<file path="src/rtl/alu_mc_pkg.sv">
`default_nettype none
// ============================================================================
// Module   : alu_mc_pkg
// Purpose  : Shared opcode and state definitions for the multi-cycle ALU.
// Contents : C_OP_* opcode constants, alu_cmd_e opcode enum,
//            alu_state_e controller state enum.
// Revision : 1.0 - initial release
// ============================================================================
package alu_mc_pkg;

   localparam logic [2:0] C_OP_ADD     = 3'b000;
   localparam logic [2:0] C_OP_SHL     = 3'b001;
   localparam logic [2:0] C_OP_SHR     = 3'b010;
   localparam logic [2:0] C_OP_NAND    = 3'b011;
   localparam logic [2:0] C_OP_SUB     = 3'b100;
   localparam logic [2:0] C_OP_SHLN    = 3'b101;
   localparam logic [2:0] C_OP_MUL     = 3'b110;
   localparam logic [2:0] C_OP_ADD_ALT = 3'b111;

   typedef enum logic [2:0] {
      CMD_ADD     = C_OP_ADD,
      CMD_SHL     = C_OP_SHL,
      CMD_SHR     = C_OP_SHR,
      CMD_NAND    = C_OP_NAND,
      CMD_SUB     = C_OP_SUB,
      CMD_SHLN    = C_OP_SHLN,
      CMD_MUL     = C_OP_MUL,
      CMD_ADD_ALT = C_OP_ADD_ALT
   } alu_cmd_e;

   typedef enum logic [1:0] {
      ST_IDLE = 2'd0,
      ST_RUN  = 2'd1,
      ST_DONE = 2'd2
   } alu_state_e;

endpackage
`default_nettype wire

</file>
<file path="src/rtl/alu_mc_comb.sv">
`default_nettype none
// ============================================================================
// Module   : alu_mc_comb
// Purpose  : Combinational datapath for the single-cycle ALU operations
//            (ADD/SHL/SHR/NAND/SUB) plus the parity/zero flag logic.
// Ports    : i_cmd, i_a, i_b, i_sc  - opcode, operands, shift/carry in
//            o_rslt, o_sc           - single-cycle result and carry out
//            i_flag_lo/hi, i_flag_mul - value about to be registered
//            o_pari, o_zero         - flags for that value
// Revision : 1.0 - initial release
// ============================================================================
module alu_mc_comb
   import alu_mc_pkg::*;
#(
   parameter int WIDTH = 8
) (
   input  logic [2:0]       i_cmd,
   input  logic [WIDTH-1:0] i_a,
   input  logic [WIDTH-1:0] i_b,
   input  logic             i_sc,
   output logic [WIDTH-1:0] o_rslt,
   output logic             o_sc,
   input  logic [WIDTH-1:0] i_flag_lo,
   input  logic [WIDTH-1:0] i_flag_hi,
   input  logic             i_flag_mul,
   output logic             o_pari,
   output logic             o_zero
);

   logic [WIDTH:0] w_ext;
   logic [WIDTH:0] w_cin;

   assign w_cin = {{WIDTH{1'b0}}, i_sc};

   always_comb begin
      w_ext  = '0;
      o_rslt = i_a;
      o_sc   = 1'b0;
      case (alu_cmd_e'(i_cmd))
         CMD_ADD, CMD_ADD_ALT: begin
            w_ext          = {1'b0, i_a} + {1'b0, i_b} + w_cin;
            {o_sc, o_rslt} = w_ext;
         end
         CMD_SHL:  {o_sc, o_rslt} = {i_a, i_sc};
         CMD_SHR:  {o_rslt, o_sc} = {i_sc, i_a};
         CMD_NAND: o_rslt = ~(i_a & i_b);
         CMD_SUB: begin
            w_ext          = {1'b0, i_a} - {1'b0, i_b} + w_cin;
            {o_sc, o_rslt} = w_ext;
         end
         // SHLN with a zero count passes in_a through with no carry out;
         // MUL never loads from here.
         default: begin
            o_rslt = i_a;
            o_sc   = 1'b0;
         end
      endcase
   end

   assign o_pari = ^i_flag_lo;
   assign o_zero = i_flag_mul ? ~|{i_flag_hi, i_flag_lo} : ~|i_flag_lo;

endmodule
`default_nettype wire

</file>
<file path="src/rtl/alu_mc.sv">
`default_nettype none
// ============================================================================
// Module   : alu_mc
// Purpose  : Multi-cycle ALU with registered result/flags and valid/ready
//            handshakes. Single-cycle ops come from alu_mc_comb; SHLN and
//            MUL iterate one step per clock in the RUN state.
// Ports    : clk, rst_n (async, active-low)
//            in_valid/in_ready, alu_cmd, in_a, in_b, sc_i  - request side
//            out_valid/out_ready, rslt, rslt_hi, sc_o, pari, zero - result
// Revision : 1.0 - initial release
// ============================================================================
module alu_mc
   import alu_mc_pkg::*;
#(
   parameter int WIDTH = 8,
   localparam int CW   = $clog2(WIDTH)
) (
   input  logic             clk,
   input  logic             rst_n,
   input  logic             in_valid,
   output logic             in_ready,
   input  logic [2:0]       alu_cmd,
   input  logic [WIDTH-1:0] in_a,
   input  logic [WIDTH-1:0] in_b,
   input  logic             sc_i,
   output logic             out_valid,
   input  logic             out_ready,
   output logic [WIDTH-1:0] rslt,
   output logic [WIDTH-1:0] rslt_hi,
   output logic             sc_o,
   output logic             pari,
   output logic             zero
);

   // Counter needs one extra bit to hold WIDTH itself for MUL.
   localparam logic [CW:0] C_CNT_FULL = (CW+1)'(WIDTH);
   localparam logic [CW:0] C_CNT_ONE  = (CW+1)'(1);

   alu_state_e         r_state, w_state_nxt;
   logic [CW:0]        r_cnt;
   logic               r_is_mul;
   logic [WIDTH-1:0]   r_sh;
   logic [2*WIDTH-1:0] r_acc;
   logic [WIDTH-1:0]   r_mcand;
   logic [WIDTH-1:0]   r_mplr;
   logic [WIDTH-1:0]   r_rslt, r_rslt_hi;
   logic               r_sc_o, r_pari, r_zero;

   logic [CW:0]        w_k;
   logic               w_is_mul_cmd;
   logic [WIDTH-1:0]   w_c_rslt;
   logic               w_c_sc;
   logic [WIDTH:0]     w_mul_sum;
   logic [2*WIDTH:0]   w_mul_cat;
   logic [2*WIDTH-1:0] w_acc_step;
   logic [WIDTH-1:0]   w_sh_step;
   logic               w_start, w_load, w_ld_mul, w_ld_sc;
   logic [WIDTH-1:0]   w_ld_rslt, w_ld_hi;
   logic               w_pari, w_zero;

   assign w_k          = {1'b0, in_b[CW-1:0]};
   assign w_is_mul_cmd = (alu_cmd_e'(alu_cmd) == CMD_MUL);

   // Shift-add step: add multiplicand into the upper half when the current
   // multiplier bit is set, then shift the whole accumulator right by one.
   assign w_mul_sum  = {1'b0, r_acc[2*WIDTH-1:WIDTH]}
                     + (r_mplr[0] ? {1'b0, r_mcand} : '0);
   assign w_mul_cat  = {w_mul_sum, r_acc[WIDTH-1:0]};
   assign w_acc_step = w_mul_cat[2*WIDTH:1];
   assign w_sh_step  = r_sh << 1;

   alu_mc_comb #(.WIDTH(WIDTH)) u_comb (
      .i_cmd      (alu_cmd),
      .i_a        (in_a),
      .i_b        (in_b),
      .i_sc       (sc_i),
      .o_rslt     (w_c_rslt),
      .o_sc       (w_c_sc),
      .i_flag_lo  (w_ld_rslt),
      .i_flag_hi  (w_ld_hi),
      .i_flag_mul (w_ld_mul),
      .o_pari     (w_pari),
      .o_zero     (w_zero)
   );

   always_ff @(posedge clk or negedge rst_n) begin
      if (!rst_n) r_state <= ST_IDLE;
      else        r_state <= w_state_nxt;
   end

   always_comb begin
      w_state_nxt = r_state;
      w_start     = 1'b0;
      w_load      = 1'b0;
      w_ld_rslt   = w_c_rslt;
      w_ld_hi     = '0;
      w_ld_sc     = w_c_sc;
      w_ld_mul    = 1'b0;
      case (r_state)
         ST_IDLE: begin
            if (in_valid) begin
               if (w_is_mul_cmd ||
                   (alu_cmd_e'(alu_cmd) == CMD_SHLN && w_k != '0)) begin
                  w_start     = 1'b1;
                  w_state_nxt = ST_RUN;
               end else begin
                  w_load      = 1'b1;
                  w_state_nxt = ST_DONE;
               end
            end
         end
         ST_RUN: begin
            if (r_cnt == C_CNT_ONE) begin
               w_load      = 1'b1;
               w_state_nxt = ST_DONE;
               if (r_is_mul) begin
                  w_ld_rslt = w_acc_step[WIDTH-1:0];
                  w_ld_hi   = w_acc_step[2*WIDTH-1:WIDTH];
                  w_ld_sc   = |w_acc_step[2*WIDTH-1:WIDTH];
                  w_ld_mul  = 1'b1;
               end else begin
                  w_ld_rslt = w_sh_step;
                  w_ld_sc   = r_sh[WIDTH-1];
               end
            end
         end
         ST_DONE: begin
            if (out_ready) w_state_nxt = ST_IDLE;
         end
         default: w_state_nxt = ST_IDLE;
      endcase
   end

   always_ff @(posedge clk or negedge rst_n) begin
      if (!rst_n) begin
         r_cnt     <= '0;
         r_is_mul  <= 1'b0;
         r_sh      <= '0;
         r_acc     <= '0;
         r_mcand   <= '0;
         r_mplr    <= '0;
         r_rslt    <= '0;
         r_rslt_hi <= '0;
         r_sc_o    <= 1'b0;
         r_pari    <= 1'b0;
         r_zero    <= 1'b1;
      end else begin
         if (w_start) begin
            r_is_mul <= w_is_mul_cmd;
            r_cnt    <= w_is_mul_cmd ? C_CNT_FULL : w_k;
            r_sh     <= in_a;
            r_acc    <= '0;
            r_mcand  <= in_a;
            r_mplr   <= in_b;
         end else if (r_state == ST_RUN) begin
            r_cnt  <= r_cnt - C_CNT_ONE;
            r_sh   <= w_sh_step;
            r_acc  <= w_acc_step;
            r_mplr <= r_mplr >> 1;
         end
         if (w_load) begin
            r_rslt    <= w_ld_rslt;
            r_rslt_hi <= w_ld_hi;
            r_sc_o    <= w_ld_sc;
            r_pari    <= w_pari;
            r_zero    <= w_zero;
         end
      end
   end

   assign in_ready  = (r_state == ST_IDLE);
   assign out_valid = (r_state == ST_DONE);
   assign rslt      = r_rslt;
   assign rslt_hi   = r_rslt_hi;
   assign sc_o      = r_sc_o;
   assign pari      = r_pari;
   assign zero      = r_zero;

endmodule
`default_nettype wire

</file>
<file path="config.mk">
export PLATFORM = sky130hd
export DESIGN_NAME = alu_mc
export DESIGN_NICKNAME = d
export VERILOG_FILES = /design/src/rtl/alu_mc_pkg.sv /design/src/rtl/alu_mc_comb.sv /design/src/rtl/alu_mc.sv
export SDC_FILE = /design/constraint.sdc
export NUM_CORES = 1
export LEC_CHECK = 0
export CAP_MARGIN = 20
export CORE_MARGIN = 3
export CORE_UTILIZATION = 30
export DETAILED_ROUTE_END_ITERATION = 16
export GPL_ROUTABILITY_DRIVEN = 0
export HOLD_SLACK_MARGIN = 0.08
export PLACE_DENSITY_LB_ADDON = 0.05
export SLEW_MARGIN = 25
export SYNTH_ARGS = -nofsm -noshare
export SYNTH_HDL_FRONTEND = slang
export SYNTH_SLANG_ARGS = --single-unit
</file>
<file path="constraint.sdc">
create_clock -name clk -period 2.21 [get_ports clk]
set_input_delay 0.5525 -clock clk [delete_from_list [all_inputs] [get_ports clk]]
set_output_delay 0.5525 -clock clk [all_outputs]
set_load 0.1 [all_outputs]
</file>
==> results.yml, run 1 <==
drt:
  vias: 4572
  drc: 0
  vias_per_cell: 5.01
  ant_nets: 0
  routed_wl_mm: 15.9
  wire_per_inst_um: 17.4
  drtIter0Drc: 249
  dr.pass1.iters: 5
run:
  max_cap_viol_count: 0
floorplanning:
  die-area_sq_um: 16900
  die_h_um: 130
  core_sq_um: 14800
  initial_core_util: 0.312
  io_pins: 45
  num_rows: 44
  die_w_um: 130
cts:
  cts_root_buf: "clkbuf_16"
  cts_buffers: 9
  clock_latency_ns: 0.34
  cts.sinks: 65
  cts_tree: "built"
  clock_path_buffers: 2
  cts-htree-levels: 3
  clkTransAtPathRegs_ns: 0.06
cells_and_area:
  fin_area_sq_um: 7360
  syn_to_final_growth_pct: 60.1
  final_common_cell: "buf_4"
  n_antenna_cell: 0
  fillCellCount: 1440
  nets: 789
  final_cell_mix: "buf_4, nand2_1, dfrtp_1, nor2_1, inv_1"
  fin_util: 0.499
  drive_gt1_frac: 0.444
logic_synthesis:
  synth_top_cell_area_share: 0.348
  synthArstFlopShare: 1.00
  synth_area_leaders: "dfrtp_1, ha_1, nand2_1, o21ai_0, inv_1"
  avgSynthCellArea_sq_um: 8.81
  synth_edf_count: 0
  ys_ff_latch: 65
  synth_seq_area_share: 0.354
  ys_warn_count: 0
  synthCells: 522
  syn_nets: 588
  ys.flop_type: "dfrtp_1"
  netlist_area_sq_um: 4600
  synth_top_area_cell: "dfrtp_1"
  synthDistinctLibCells: 69
global_route:
  grt_pass1_vias: 4592
  grt_overflow: 0
  global_route.usage.total: 0.196
  grt_pass1_wl_mm: 25.4
  antenna_found_initial: 0
  grt_max_degree: 66
critical_path:
  end_kind: "register"
  critPathArrivalTime_ns: 3.29
  max_stage_delay_ns: 0.43
  critPathTopFamily: "adder cells"
  path_max_fanout: 2
  cp_slowest_cell: "fa_2"
  cp_cell_sequence: "buf_12, inv_12, ha_4, inv_2, ha_4, fa_2, a211oi_4, o21bai_1, a21oi_2, xor2_1, o221ai_2, o311ai_1, ha_1, xnor2_2, xnor2_1, o21ai_1"
  timing_worst_setup_path_type: "in2reg"
  path_buf_inv: 3
  critPathRequiredTime_ns: 2.43
  start_kind: "primary input"
  crit_top_cell: "ha_4"
power_and_ir_drop:
  p_clk_frac: 0.177
  comb_power_share: 0.582
  intPower_uw: 4610
  ir_drop_uv: 576
  p_switching_uw: 3560
  finalPower_uw: 8170
  leakage_uw: 0.00334
  powerDensity_nw_per_um2: 1110
  seqPwrFrac: 0.241
  switching_share: 0.436
place:
  io_buffers: 44
  placed_area_sq_um: 6430
  dpl.hpwl_mm: 12.5
sta:
  slew_headroom: 0.713
  max_freq_mhz: 325
  slew_viol_final: 0
  setup_viol: 11
  hold_viol: 0
  setup_slack_ns: -0.863
  hold_slack_ns: 0.215
  min_period_ns: 3.07
  timing.setup.tns_ns: -3.36
  worst_pin_slew_ns: 0.428
  skew_ns: 0.00829
  fin_crit_sh: 1.39
  rsz0062_at_grt: "true"
hold_path:
  min_path_type: "in2async"
outcome:
  violations: "negative setup slack"
  status: "finished with violations"
## logic make-up after synthesis
family	synth area share
and+or+nand+nor	0.154
muxes	0.0422
xor gates and xnor gates	0.0362
DFF	0.354
AOI/OAI and AO/OA	0.241
buffers and inverters	0.0517
adders and majority gates	0.121
## area by class of cell
cell class | instances | area (sq um) | share of cell area
Clock buffer | 9 | 225 | 0.0306
Clock inverter | 7 | 77.6 | 0.0105
Inverter | 36 | 148 | 0.0200
Multi-Input combinational cell | 398 | 3310 | 0.450
Sequential cell | 65 | 1630 | 0.221
Tap cell | 184 | 230 | 0.0313
Timing Repair Buffer | 213 | 1750 | 0.237
## repair_timing
action	in CTS	in global routing
buffers inserted	6	8
hold buffers	0	0
gates resized for setup	113	40
setup endpoints to repair	63	36
pin swaps	48	30
hold endpoints to repair	0	0
## power by group through the flow
| stage | Combinational [uW] | Clock (uW) | Sequential (uW) |
|---|---|---|---|
| 2_1_floorplan | 1940 | 0 | 2570 |
| 3_3_place_gp | 4250 | 0 | 1960 |
| 3_5_place_dp | 4290 | 0 | 1970 |
| 4_1_cts | 4550 | 1490 | 1960 |
| 5_1_grt | 5120 | 1550 | 2040 |
| 6_report | 4750 | 1450 | 1970 |
## state kept, by name, indices dropped and copies added, names as in the netlist
name      count
r_acc        15
r_mcand       8
r_mplr        8
r_sh          8
rslt          8
rslt_hi       8
r_cnt         4
r_state       2
pari          1
r_is_mul      1
sc_o          1
zero          1
## layer usage
metal	track usage	vias to the layer above	wire, um
li1	-	2277	-
met1	0.285	2187	7980
met2	0.305	99	7140
met3	0.0381	9	656
met4	0.0403	0	110
met5	0	-	0
## path summary, 6_finish.rpt
| kind | slack (ns) | endpoint | cells past startpoint | from |
|---|---|---|---|---|
| worst max-delay path | -0.86 | pari | 16 | sc_i |
| worst max register to register | -0.41 | pari | 14 | r_cnt[0] |
| max in group asynchronous | 1.67 | zero | 2 | rst_n |
| worst min-delay path | 0.21 | rslt[7] | 2 | rst_n |
| min in group clk | 0.47 | r_mplr[1] | 2 | r_mplr[1] |
| worst min register to register | 0.47 | r_mplr[1] | 2 | r_mplr[1] |
## synthesized netlist by cell type, types with 3 or more instances
master and n:
dfrtp_1 64, buf_2 13, nor3_1 7, nand2_1 79, o21ai_0 38, nand3_1 7
a31oi_1 3, o22ai_1 15, a21oi_2 3, a22oi_1 12, a211oi_1 6, xor2_1 5
clkbuf_1 9, a21oi_1 25, ha_1 38, mux2_2 9, o21bai_1 5, and2_1 9
inv_1 36, nor2_1 34, xnor2_1 14, o21a_1 3, mux2i_1 7, a22o_1 3
a21o_1 7, fa_1 4, nor2b_1 5, nand2b_1 4, a221o_1 4, o221ai_1 8
## metrics by stage
step | cells | setup WS [ns]
after floorplan | 522 | -0.838
after global placement | 886 | -1.69
after detailed placement | 886 | -1.73
after CTS | 907 | -0.802
after global routing | 912 | -0.978
final | 912 | -0.863
Note: power is estimated with default switching activity, not from simulation.
==> run 2: changes to the inputs <==
TNS_END_PERCENT = 1   (was default)
==> run 2 against run 1 <==
Effect of this change:
- critical path depth is the same
- die area stayed put
- the flow still finishes with violations (negative setup slack)
- via count down 1.0%
- wire length fell by 3.0%
- cell count is 1.2% lower
- highest routed layer unchanged
- largest cell class unchanged
- largest power group unchanged
- sequential power about the same
- cell area fell by 4.3%
==> results.yml, run 2 (synthesis gave the netlist of run 1 again) <==
critical_path:
  end_kind: "register"
  timing_worst_setup_path_type: "in2reg"
  critPathRequiredTime_ns: 2.43
  start_kind: "primary input"
  critPathArrivalTime_ns: 3.26
  path_max_fanout: 2
outcome:
  status: "finished with violations"
  violations: "negative setup slack"
drt:
  top_layer_used: "met4"
  dr.pass1.iters: 4
  ant_nets: 0
  vias_per_cell: 5.02
  vias: 4526
  m1WireLength_mm: 7.60
  dr_wl_met3_um: 802
  drtIter0Drc: 213
  routed_wl_mm: 15.4
  wire_per_inst_um: 17.1
  drc: 0
  wl_met2_mm: 6.81
sta:
  skew_ns: 0.0112
  rsz0062_at_grt: "true"
  slew_viol_final: 0
  min_period_ns: 3.03
  slew_headroom: 0.759
  max_freq_mhz: 330
  timing.setup.tns_ns: -3.48
  setup_slack_ns: -0.823
  hold_slack_ns: 0.214
  fin_crit_sh: 1.37
  hold_viol: 0
  setup_viol: 12
  worst_pin_slew_ns: 0.359
global_route:
  grt_pass1_vias: 4483
  grt_overflow: 0
  grt_pass1_wl_mm: 24.7
  antenna_found_initial: 0
  grt_max_degree: 66
  global_route.usage.total: 0.190
floorplanning:
  io_pins: 45
  initial_core_util: 0.312
  die_w_um: 130
  num_rows: 44
  die_h_um: 130
  die-area_sq_um: 16900
  core_sq_um: 14800
cts:
  cts_root_buf: "clkbuf_16"
  cts_buffers: 9
  clkTransAtPathRegs_ns: 0.06
  cts.sinks: 65
  clock_path_buffers: 2
  cts-htree-levels: 3
  cts_tree: "built"
  cts_hold_buf: 0
  clock_latency_ns: 0.34
power_and_ir_drop:
  ir_drop_uv: 824
  switching_share: 0.435
  p_switching_uw: 3420
  p_clk_frac: 0.185
  finalPower_uw: 7850
  powerDensity_nw_per_um2: 1110
  seqPwrFrac: 0.251
  leakage_uw: 0.00327
  comb_power_share: 0.564
  intPower_uw: 4430
cells_and_area:
  final_common_cell: "buf_4"
  fillCellCount: 1441
  multi_input_area_sq_um: 3090
  drive_gt1_frac: 0.386
  seq_area_sq_um: 1630
  syn_to_final_growth_pct: 53.1
  regMostFlops: "r_acc"
  n_antenna_cell: 0
  largest_reg_flops: 15
  final_cell_mix: "buf_4, nand2_1, dfrtp_1, nor2_1, inv_1"
  nets: 778
place:
  io_buffers: 44
  dpl.hpwl_mm: 12.3
hold_path:
  min_path_type: "in2async"
run:
  max_cap_viol_count: 0
==> run 2: cell types whose count changed in the layout (fill, tap and decap cells not counted), sizes merged <==
| cell | before | now |
|---|---|---|
| buf | 196 | 182 |
| clkdlybuf4s15 | 6 | 3 |
| clkdlybuf4s50 | 7 | 9 |
| dlygate4sd2 | 4 | 8 |
==> run 2: final cells by class <==
class,instances,share of cell area
well taps,184,0.0327
repair buffers,202,0.234
clock buffers,9,0.0320
flip-flops and latches,65,0.231
inverters,36,0.0210
clock inverters,7,0.0110
multi-input cells,398,0.438
==> run 2: final timing paths <==
| kind | slack (ns) | to | startpoint | depth (start not counted) |
|---|---|---|---|---|
| worst max-delay path | -0.82 | pari | sc_i | 16 |
| worst min register to register | 0.47 | r_mplr[1] | r_mplr[1] | 2 |
| max in group asynchronous | 1.68 | zero | rst_n | 2 |
| worst max register to register | -0.40 | pari | r_cnt[1] | 15 |
| min in group clk | 0.47 | r_mplr[1] | r_mplr[1] | 2 |
| worst min-delay path | 0.21 | pari | rst_n | 2 |
==> run 2: layer usage <==
| metal | GRT usage | vias up |
|---|---|---|
| met5 | 0 | - |
| met4 | 0.0452 | 0 |
| met2 | 0.286 | 111 |
| li1 | - | 2260 |
| met1 | 0.278 | 2141 |
| met3 | 0.0430 | 14 |
==> run 2: metrics by stage <==
step | cell area (sq um) | utilization | worst slack (ns) | instances
after floorplan | 4650 | - | -0.838 | 522
after global placement | 6360 | 0.431 | -1.69 | 880
after detailed placement | 6360 | 0.431 | -1.74 | 880
after CTS | 6950 | 0.471 | -0.804 | 898
after global routing | 7040 | 0.477 | -0.946 | 901
final | 7040 | 0.477 | -0.823 | 901
==> run 2: timing repair <==
item                                    4_1_cts  5_1_grt
setup buffers                                 2        4
pin swaps                                    31       18
endpoints found under the setup margin       46       23
hold endpoints to repair                      0        0
gates cloned                                  0        0
gates resized for setup                      80       19
==> run 2: worst max-delay path, stage by stage <==
cell      delay, ns
buf_12         0.09
inv_12         0.03
ha_4           0.24
inv_2          0.04
ha_4           0.16
fa_2           0.43
a211oi_4       0.27
o21bai_1       0.10
a21oi_1        0.16
xor2_1         0.10
o221ai_2       0.25
o311ai_2       0.14
ha_2           0.36
xnor2_2        0.12
xnor2_1        0.13
o21ai_1        0.09
==> run 2: power groups by stage <==
stage | clock network [uW] | registers (uW) | logic (uW)
3_3_place_gp | 0 | 1960 | 4160
4_1_cts | 1480 | 1960 | 4380
6_report | 1450 | 1970 | 4430
2_1_floorplan | 0 | 2560 | 1920
3_5_place_dp | 0 | 1970 | 4190
5_1_grt | 1550 | 2030 | 4810
==> run 3: changes to the inputs <==
CORE_MARGIN = default   (was 3)
TNS_END_PERCENT = 10   (was 1)
clock period = 2.5 ns   (was 2.21 ns; I/O delays follow)
==> run 3 against run 2 <==
Effect of this change:
- largest cell class unchanged
- the run still ends with negative setup slack left
- via count shrank 0.49%
- count of clock-buffer cells in the layout rose by 1
- hold slack lost 0.048 ns
- clock skew decreased by 0.0048 ns
- sequential share of layout area rose by 0.59 points
- power decreased by 14%
- sequential cell count is the same
- worst setup slack improved by 0.26 ns
==> results.yml, run 3 (synthesis gave the netlist of run 1 again) <==
sta:
  slew_headroom: 0.596
  setup_viol: 7
  skew_ns: 0.00633
  fin_crit_sh: 1.23
  max_freq_mhz: 326
  setup_slack_ns: -0.565
  min_period_ns: 3.06
  hold_viol: 0
  rsz0062_at_grt: "true"
  slew_viol_final: 0
  worst_pin_slew_ns: 0.606
  timing.setup.tns_ns: -1.60
floorplanning:
  die-area_sq_um: 15800
  initial_core_util: 0.312
  num_rows: 44
  die_w_um: 126
  core_sq_um: 14800
  io_pins: 45
  die_h_um: 126
cts:
  cts-htree-levels: 3
  cts_tree: "built"
  cts_buffers: 9
  cts.sinks: 65
  cts_root_buf: "clkbuf_16"
  cts_hold_buf: 0
  clkTransAtPathRegs_ns: 0.06
  clock_latency_ns: 0.34
  clock_path_buffers: 2
power_and_ir_drop:
  leakage_uw: 0.00322
  ir_drop_uv: 598
  powerDensity_nw_per_um2: 989
cells_and_area:
  n_antenna_cell: 0
  regMostFlops: "r_acc"
  final_common_cell: "buf_4"
  drive_gt1_frac: 0.371
  nets: 769
  syn_to_final_growth_pct: 49.3
  largest_reg_flops: 15
  fin_area_sq_um: 6870
  final_cell_mix: "buf_4, nand2_1, dfrtp_1, nor2_1, o21ai_0"
place:
  io_buffers: 44
  placed_area_sq_um: 6220
  dpl.hpwl_mm: 12.5
critical_path:
  cp_cell_sequence: "dlygate4sd2_1, inv_2, ha_4, fa_2, a211oi_2, o21bai_1, a21oi_2, xor2_1, o221ai_2, o311ai_2, ha_1, xnor2_1, xnor2_1, o21ai_1"
  critPathTopFamily: "compound AO/OA/AOI/OAI gates"
  worstSetupPathDepth: 14
  path_max_fanout: 3
  critPathArrivalTime_ns: 3.29
  timing_worst_setup_path_type: "in2reg"
  start_kind: "primary input"
  rr_worst_depth: 15
  path_buf_inv: 2
  critPathRequiredTime_ns: 2.72
  cp_slowest_cell: "fa_2"
  max_stage_delay_ns: 0.42
  end_kind: "register"
  crit_top_cell: "xnor2_1"
hold_path:
  min_path_type: "in2async"
global_route:
  grt_pass1_vias: 4552
  global_route.usage.total: 0.207
  antenna_found_initial: 0
  grt_max_degree: 36
  grt_overflow: 0
  grt_pass1_wl_mm: 25.3
drt:
  vias_per_cell: 5.05
  wire_per_inst_um: 17.6
  dr.pass1.iters: 4
  routed_wl_mm: 15.7
  drc: 0
  drtIter0Drc: 295
  ant_nets: 0
  vias: 4504
outcome:
  status: "finished with violations"
  violations: "negative setup slack"
run:
  max_cap_viol_count: 0
## run 3: report_power, final
group	total [uW]	switching (uW)	internal, uW
sequential	1730	269	1460
combinational	3700	2210	1490
clock	1360	485	876
## run 3: path summary, 6_finish.rpt
check / start / slack, ns / end
max in group asynchronous: rst_n / 1.75 / r_acc[12]
min in group clk: r_mplr[1] / 0.47 / r_mplr[1]
worst min-delay path: rst_n / 0.17 / rslt[3]
worst max-delay path: in_b[1] / -0.56 / pari
worst min register to register: r_mplr[1] / 0.47 / r_mplr[1]
worst max register to register: r_cnt[1] / -0.11 / pari
## run 3: layer usage
layer,global-route usage,wire length [um],up-vias
met1,0.292,7770,2138
li1,-,-,2237
met3,0.0442,737,21
met4,0.0532,313,0
met5,0,0,-
met2,0.320,6880,108
## run 3: area by class of cell
type / instances / area (sq um)
multi-input cells: 398 / 3020
clock buffers: 10 / 229
fillers: 1442 / 7890
repair buffers: 193 / 1520
flip-flops and latches: 65 / 1630
clock inverters: 6 / 91.3
inverters: 36 / 148
well taps: 184 / 230
## run 3: metrics by stage
stage                     worst slack, ns  utilization  hold WS [ns]  std cells  power [uW]
final                              -0.565        0.465         0.166        892        6790
after global routing               -0.658        0.465         0.174        892        7220
after CTS                          -0.599        0.454         0.165        886        6770
after detailed placement            -1.59        0.422         0.459        867        5310
after global placement              -1.55        0.422         0.451        867        5260
after floorplan                    -0.621            -         0.329        522        3970
## run 3: timing repair
action | in CTS | in global routing
buffers inserted | 3 | 7
setup endpoints to repair | 10 | 10
pin swaps | 28 | 27
gates resized for setup | 52 | 31
hold endpoints to repair | 0 | 0
## run 3: worst register-to-register path, delay by kind of cell (launching register included)
family / cells / cell delay (ns)
compound gates: 3 / 0.33
xor+xnor: 2 / 0.32
fa+ha+maj: 2 / 0.37
buf+inv: 5 / 0.69
flops: 1 / 0.37
simple gates: 3 / 0.43
